<file path="src/rtl/axil_bridge_pkg.sv">
// rtl/axil_bridge_pkg.sv - shared FSM encodings and AXI response codes for the register bridge
package axil_bridge_pkg;

  typedef enum logic [1:0] {
    W_IDLE = 2'd0,
    W_REQ  = 2'd1,
    W_RESP = 2'd2
  } w_state_t;

  typedef enum logic [1:0] {
    R_IDLE = 2'd0,
    R_REQ  = 2'd1,
    R_RESP = 2'd2
  } r_state_t;

  localparam logic [1:0] AXI_RESP_OKAY   = 2'b00;
  localparam logic [1:0] AXI_RESP_SLVERR = 2'b10;

endpackage

</file>
<file path="src/rtl/bridge_watchdog.sv">
// rtl/bridge_watchdog.sv - saturating per-access cycle counter that flags a missing downstream ack
module bridge_watchdog #(
  parameter int TIMEOUT_CYC = 1024
) (
  input  logic clk,
  input  logic rst,
  input  logic clear,
  input  logic en,
  output logic expired
);

  localparam int CW = $clog2(TIMEOUT_CYC + 1);

  logic [CW-1:0] count;

  // Expired means this cycle is the TIMEOUT_CYC-th enabled cycle since the last clear.
  assign expired = (count >= CW'(TIMEOUT_CYC - 1));

  // Count enabled cycles, restart on clear, hold at the limit instead of wrapping.
  always_ff @(posedge clk or posedge rst) begin
    if (rst) begin
      count <= '0;
    end else if (clear) begin
      count <= '0;
    end else if (en && (count != CW'(TIMEOUT_CYC))) begin
      count <= count + 1'b1;
    end
  end

endmodule

</file>
<file path="src/rtl/axil_disp_reg_bridge.sv">
// rtl/axil_disp_reg_bridge.sv - AXI4-Lite slave to valid/ack register bridge with per-path watchdog
module axil_disp_reg_bridge
  import axil_bridge_pkg::*;
#(
  parameter int ADDR_WIDTH = 32,
  parameter int DATA_WIDTH = 32,
  parameter int TIMEOUT_CYC = 1024,
  parameter logic [DATA_WIDTH-1:0] ERR_RDATA = 32'hDEAD_BEEF
) (
  input  logic                      iClock,
  input  logic                      iReset,
  input  logic [ADDR_WIDTH-1:0]     s_awaddr,
  input  logic                      s_awvalid,
  output logic                      s_awready,
  input  logic [DATA_WIDTH-1:0]     s_wdata,
  input  logic [DATA_WIDTH/8-1:0]   s_wstrb,
  input  logic                      s_wvalid,
  output logic                      s_wready,
  output logic [1:0]                s_bresp,
  output logic                      s_bvalid,
  input  logic                      s_bready,
  input  logic [ADDR_WIDTH-1:0]     s_araddr,
  input  logic                      s_arvalid,
  output logic                      s_arready,
  output logic [DATA_WIDTH-1:0]     s_rdata,
  output logic [1:0]                s_rresp,
  output logic                      s_rvalid,
  input  logic                      s_rready,
  output logic [ADDR_WIDTH-1:0]     oWriteAddress,
  output logic [DATA_WIDTH-1:0]     oWriteData,
  output logic                      oWriteValid,
  input  logic                      iWriteAck,
  output logic [ADDR_WIDTH-1:0]     oReadAddress,
  output logic                      oReadValid,
  input  logic [DATA_WIDTH-1:0]     iReadData,
  input  logic                      iReadAck
);

  w_state_t                  w_state;
  r_state_t                  r_state;
  logic                      aw_done;
  logic                      w_done;
  logic [DATA_WIDTH/8-1:0]   wstrb_q;
  logic                      wr_expired;
  logic                      rd_expired;

  bridge_watchdog #(.TIMEOUT_CYC(TIMEOUT_CYC)) u_wr_wd (
    .clk     (iClock),
    .rst     (iReset),
    .clear   (w_state != W_REQ),
    .en      (w_state == W_REQ),
    .expired (wr_expired)
  );

  bridge_watchdog #(.TIMEOUT_CYC(TIMEOUT_CYC)) u_rd_wd (
    .clk     (iClock),
    .rst     (iReset),
    .clear   (r_state != R_REQ),
    .en      (r_state == R_REQ),
    .expired (rd_expired)
  );

  // Write path: collect AW and W in any order, issue one downstream write, return B.
  always_ff @(posedge iClock or posedge iReset) begin
    if (iReset) begin
      w_state       <= W_IDLE;
      aw_done       <= 1'b0;
      w_done        <= 1'b0;
      wstrb_q       <= '0;
      s_awready     <= 1'b0;
      s_wready      <= 1'b0;
      s_bvalid      <= 1'b0;
      s_bresp       <= AXI_RESP_OKAY;
      oWriteAddress <= '0;
      oWriteData    <= '0;
      oWriteValid   <= 1'b0;
    end else begin
      case (w_state)
        W_IDLE: begin
          if (aw_done && w_done) begin
            aw_done <= 1'b0;
            w_done  <= 1'b0;
            // Partial strobes cannot be expressed downstream, so they are refused outright.
            if (wstrb_q == '1) begin
              w_state     <= W_REQ;
              oWriteValid <= 1'b1;
            end else begin
              w_state  <= W_RESP;
              s_bvalid <= 1'b1;
              s_bresp  <= AXI_RESP_SLVERR;
            end
          end else begin
            if (s_awvalid && s_awready) begin
              oWriteAddress <= s_awaddr;
              aw_done       <= 1'b1;
              s_awready     <= 1'b0;
            end else if (!aw_done) begin
              s_awready <= 1'b1;
            end
            if (s_wvalid && s_wready) begin
              oWriteData <= s_wdata;
              wstrb_q    <= s_wstrb;
              w_done     <= 1'b1;
              s_wready   <= 1'b0;
            end else if (!w_done) begin
              s_wready <= 1'b1;
            end
          end
        end
        W_REQ: begin
          if (iWriteAck) begin
            oWriteValid <= 1'b0;
            s_bvalid    <= 1'b1;
            s_bresp     <= AXI_RESP_OKAY;
            w_state     <= W_RESP;
          end else if (wr_expired) begin
            oWriteValid <= 1'b0;
            s_bvalid    <= 1'b1;
            s_bresp     <= AXI_RESP_SLVERR;
            w_state     <= W_RESP;
          end
        end
        W_RESP: begin
          if (s_bready) begin
            s_bvalid <= 1'b0;
            w_state  <= W_IDLE;
          end
        end
        default: w_state <= W_IDLE;
      endcase
    end
  end

  // Read path: accept AR, hold one downstream read until ack or timeout, return R.
  always_ff @(posedge iClock or posedge iReset) begin
    if (iReset) begin
      r_state      <= R_IDLE;
      s_arready    <= 1'b0;
      s_rvalid     <= 1'b0;
      s_rresp      <= AXI_RESP_OKAY;
      s_rdata      <= '0;
      oReadAddress <= '0;
      oReadValid   <= 1'b0;
    end else begin
      case (r_state)
        R_IDLE: begin
          if (s_arvalid && s_arready) begin
            oReadAddress <= s_araddr;
            s_arready    <= 1'b0;
            oReadValid   <= 1'b1;
            r_state      <= R_REQ;
          end else begin
            s_arready <= 1'b1;
          end
        end
        R_REQ: begin
          // Dropping valid on the ack edge keeps a block that re-acks on held valid from seeing a second read.
          if (iReadAck) begin
            s_rdata    <= iReadData;
            s_rresp    <= AXI_RESP_OKAY;
            oReadValid <= 1'b0;
            s_rvalid   <= 1'b1;
            r_state    <= R_RESP;
          end else if (rd_expired) begin
            s_rdata    <= ERR_RDATA;
            s_rresp    <= AXI_RESP_SLVERR;
            oReadValid <= 1'b0;
            s_rvalid   <= 1'b1;
            r_state    <= R_RESP;
          end
        end
        R_RESP: begin
          if (s_rready) begin
            s_rvalid <= 1'b0;
            r_state  <= R_IDLE;
          end
        end
        default: r_state <= R_IDLE;
      endcase
    end
  end

endmodule

</file>
<file path="config.mk">
export PLATFORM = sky130hd
export DESIGN_NAME = axil_disp_reg_bridge
export DESIGN_NICKNAME = d
export VERILOG_FILES = /design/src/rtl/axil_bridge_pkg.sv /design/src/rtl/bridge_watchdog.sv /design/src/rtl/axil_disp_reg_bridge.sv
export SDC_FILE = /design/constraint.sdc
export NUM_CORES = 1
export LEC_CHECK = 0
export ABC_AREA = 1
export BUFFER_PORTS_ARGS = -buffer_cell sky130_fd_sc_hd__clkbuf_2
export CAP_MARGIN = 40
export CELL_PAD_IN_SITES_DETAIL_PLACEMENT = 0
export CELL_PAD_IN_SITES_GLOBAL_PLACEMENT = 1
export CORE_AREA = 2 2 137 165
export CTS_CLUSTER_SIZE = 14
export DETAILED_ROUTE_END_ITERATION = 12
export DIE_AREA = 0 0 139 167
export PLACE_DENSITY = 0.74
export SLEW_MARGIN = 20
export SYNTH_ARGS = -nofsm -noshare
export SYNTH_HDL_FRONTEND = slang
export SYNTH_SLANG_ARGS = --single-unit
</file>
<file path="constraint.sdc">
create_clock -name iClock -period 4.6 [get_ports iClock]
set_clock_uncertainty 0.1 [all_clocks]
set_input_delay 0 -clock iClock [delete_from_list [all_inputs] [get_ports iClock]]
set_output_delay 0 -clock iClock [all_outputs]
set_load 0.01 [all_outputs]
</file>
==> flow_summary_export.csv <==
group,metric,value,unit
run_status,outcome,"finished, final reports clean",
setup_path,critPathLaunchType,"flop",
setup_path,regToRegEndpoint,"r_state[1]",
power_and_ir_drop,vdd.ir_drop.worst,0.327,mV
sta,slew_viol_final,0,
power_and_ir_drop,pwr-share-clk,22.7,%
power_and_ir_drop,leakagePower,5.46,nW
global_routing,grt_max_degree,170,
die,ios,280,
power_and_ir_drop,p_sw,2.37,mW
yosys,netlist.area_leader.share,60.4,%
yosys,synth_mux_area_share,10.9,%
setup_path,critPathMostFrequentCell,"nand2_1",
yosys,synth_area,0.00701,mm²
yosys,yosysWarnings,0,
cts,cts_root_buf,"clkbuf_16",
finish,final_area,0.0108,mm²
placement,port_buffers,277,
power_and_ir_drop,pwr-share-comb,39.1,%
finish,final_nets,1248,
setup_path,critPathBufInv,1,
setup_path,worst-r2r-setup-slack,2.35,ns
power_and_ir_drop,p_int,4.17,mW
setup_path,worstPathCellList,"ha_1 -> nand2_1 -> inv_2 -> nand2_1 -> nor2_1 -> nand2_1 -> nand4_4 -> nand2_4 -> o21ai_1",
global_routing,antenna_found_initial,1,
finish,syn_to_final_growth,53.6,%
yosys,synth_compound_area_share,2.43,%
setup_path,crit_end,"r_state[1]",
cts,cts_made_buffers,17,
placement,placed_area,0.00866,mm²
routing,vias,6119,
yosys,synthCells,680,
sta,slew-limit-headroom,26.0,%
global_routing,grt_overflow,0,
finish,final_cell_mix,"clkbuf_2 (277), nand2_1 (210), dfrtp_1 (169), dlygate4sd3_1 (146), mux2_2 (62)",
setup_path,worstPathArrival,2.44,ns
sta,tightest_slew,1.11,ns
finish,layout-drive-gt1-share,37.0,%
yosys,ys_seq_area_share,60.4,%
yosys,synth_xor_area_share,0.375,%
run,drv_cap,0,
setup_path,reg2reg_from,"u_rd_wd.count[0]",
placement,gp_congestion,0.769,
yosys,synth_top_family_by_area,"simple AND/OR/NAND/NOR gates",
placement,dp.cells,1211,
sta,fin_crit_sh,48.8,%
setup_path,slowest_stage,"nand2_4",
finish,final_common_cell,"clkbuf_2",
sta,finalCriticalPeriod,2.25,ns
die,core_area,0.0216,mm²
setup_path,startpoint,"u_rd_wd.count[0]",
setup_path,cp_top_family,"simple AND/OR/NAND/NOR gates",
sta,rsz0062_at_grt,"false",
yosys,synth-simple-area-share,20.9,%
sta,setup_violations,0,
yosys,synth_adder_area_share,0.714,%
placement,hpwl,12700,µm
yosys,yosys.area.top_type,"dfrtp_1",
die,start_util,32.5,%
power_and_ir_drop,total_power,6.54,mW
routing,drc,0,
sta,fin_tns_setup,0,ns
yosys,synth.area.top_cells,"dfrtp_1 (60%), nand2_1 (11%), mux2_2 (10%)",
cts,h-tree-depth,4,
routing,antenna_left,0,
yosys,yosysUniqueCellTypes,29,
die,die_h,167,µm
routing,finalWirelength,19300,µm
power_and_ir_drop,p_seq_share,38.3,%
setup_path,end_kind,"flop",
setup_path,required,4.79,ns
yosys,ys_ff_latch,169,
global_routing,grt_pass1_vias,6227,
setup_path,cpPeakStageDelay,0.48,ns
cts,clock-sinks,169,
sta,hold_violations,0,
die,die_x,139,µm
cts,clkLatencyLatePin,0.42,ns
die,fp-row-count,59,
setup_path,ff2ff_path_depth,9,
cts,cts_tree,"yes",
global_routing,grt_usage,16.7,%
routing,wl_per_cell,13.8,µm
routing,firstDrtPassIters,4,
finish,fin_cells,1391,
setup_path,cp_max_fo,35,
power_and_ir_drop,p_per_area,608,mW/mm²
cts,clk_path_buf_depth,2,
cts,clk_pin_slew,0.07,ns
setup_path,path_depth,9,
setup_path,crit_type,"flop to flop",
yosys,syn_avg_cell_area,10.3,µm²
power_and_ir_drop,switching_share,36.2,%
global_routing,grt_first_pass_wirelength,31400,µm
routing,vias_per_cell,4.40,
min_path,hp-class,"primary input to flop",
die,die_area,0.0232,mm²
routing,drt_iter0_drc,335,
sta,fmax,445,MHz
[registers in the layout (all words and copies together) (netlist names), 2 cells and up]
name           flops
u_rd_wd.count     11
oWriteAddress     32
s_rdata           32
w_state            2
u_wr_wd.count     11
wstrb_q            4
oReadAddress      32
oWriteData        32
r_state            2
[final cells by class]
class	count	area, µm²
Antenna cell	1	2.50
Multi-Input combinational cell	450	2490
Timing Repair Buffer	430	2950
Tap cell	274	343
Clock buffer	18	429
Fill cell	1973	10800
Inverter	35	135
Clock inverter	14	188
Sequential cell	169	4230
[synthesized netlist by cell type]
cell and instances:
buf_6 6, nor2_1 34, inv_1 32, buf_4 4
o21ai_0 15, buf_2 6, nor2_2 1, nand2_1 211
o21ai_1 1, nand4_1 2, nor3_1 10, nand2_4 1
mux2_2 62, or2_2 24, clkbuf_1 11, nand2_2 2
a21oi_2 2, dfrtp_1 169, mux2_1 6, xor2_1 3
a211oi_1 1, a21oi_1 13, ha_1 4, nand3_1 53
conb_1 1, nand4_4 1, clkinv_1 1, nor4_1 2
inv_2 2
[metrics by stage]
stage          hold WS, ns  setup slack, ns  util, %
2_1_floorplan     -0.00948             2.35        -
3_3_place_gp        0.0958             2.35     40.0
3_5_place_dp        0.0996             2.32     40.2
4_1_cts             0.0902             2.31     49.8
5_1_grt              0.164             2.10     49.9
6_report            0.0916             2.35     49.9
[power groups by stage]
| stage | clock, mW | sequential, mW | combinational [mW] |
|---|---|---|---|
| after global placement | 0 | 2.50 | 2.39 |
| after CTS | 1.53 | 2.50 | 2.58 |
| after global routing | 1.60 | 2.59 | 2.81 |
| after detailed placement | 0 | 2.52 | 2.47 |
| after floorplan | 0 | 2.78 | 1.19 |
| final | 1.48 | 2.50 | 2.56 |
[layer usage]
| metal | track usage, % | share of wire (%) | vias to the layer above |
|---|---|---|---|
| met5 | 0 | 0 | - |
| li1 | - | - | 3033 |
| met2 | 29.0 | 51 | 177 |
| met3 | 4.51 | 5.3 | 31 |
| met1 | 20.0 | 41 | 2878 |
| met4 | 5.67 | 2.1 | 0 |
[worst register-to-register path, cell delays in order (launching register included)]
cell and delay, ns:
dfrtp_1 0.41, ha_1 0.22, nand2_1 0.09, inv_2 0.05, nand2_1 0.07, nor2_1 0.06
nand2_1 0.12, nand4_4 0.39, nand2_4 0.48, o21ai_1 0.13
[worst min path at each step]
stage / slack [ns] / start / cells after the start / to
floorplan: -0.009 / s_rready / 1 / r_state[1]
global placement: 0.1 / s_araddr[29] / 3 / oReadAddress[29]
detailed placement: 0.1 / s_araddr[2] / 3 / oReadAddress[2]
CTS: 0.09 / s_arvalid / 5 / oReadAddress[3]
global route: 0.16 / s_arvalid / 5 / oReadAddress[3]
finish: 0.09 / s_arvalid / 5 / oReadAddress[3]
[cells by family after synthesis]
kind of cell	count (synthesis)
AND/OR/NAND/NOR	341
other	1
XOR/XNOR	3
AO/OA/AOI/OAI	32
buffers and inverters	62
multiplexers	68
adder cells (fa/ha/maj)	4
flip-flops	169
[repair_timing]
| item | CTS | global route |
|---|---|---|
| setup buffers | 0 | 0 |
| endpoints found under the hold margin | 309 | 0 |
| gates resized for setup | 0 | 0 |
| hold buffers | 146 | 0 |
No activity file was read; power rests on OpenSTA's default activity.
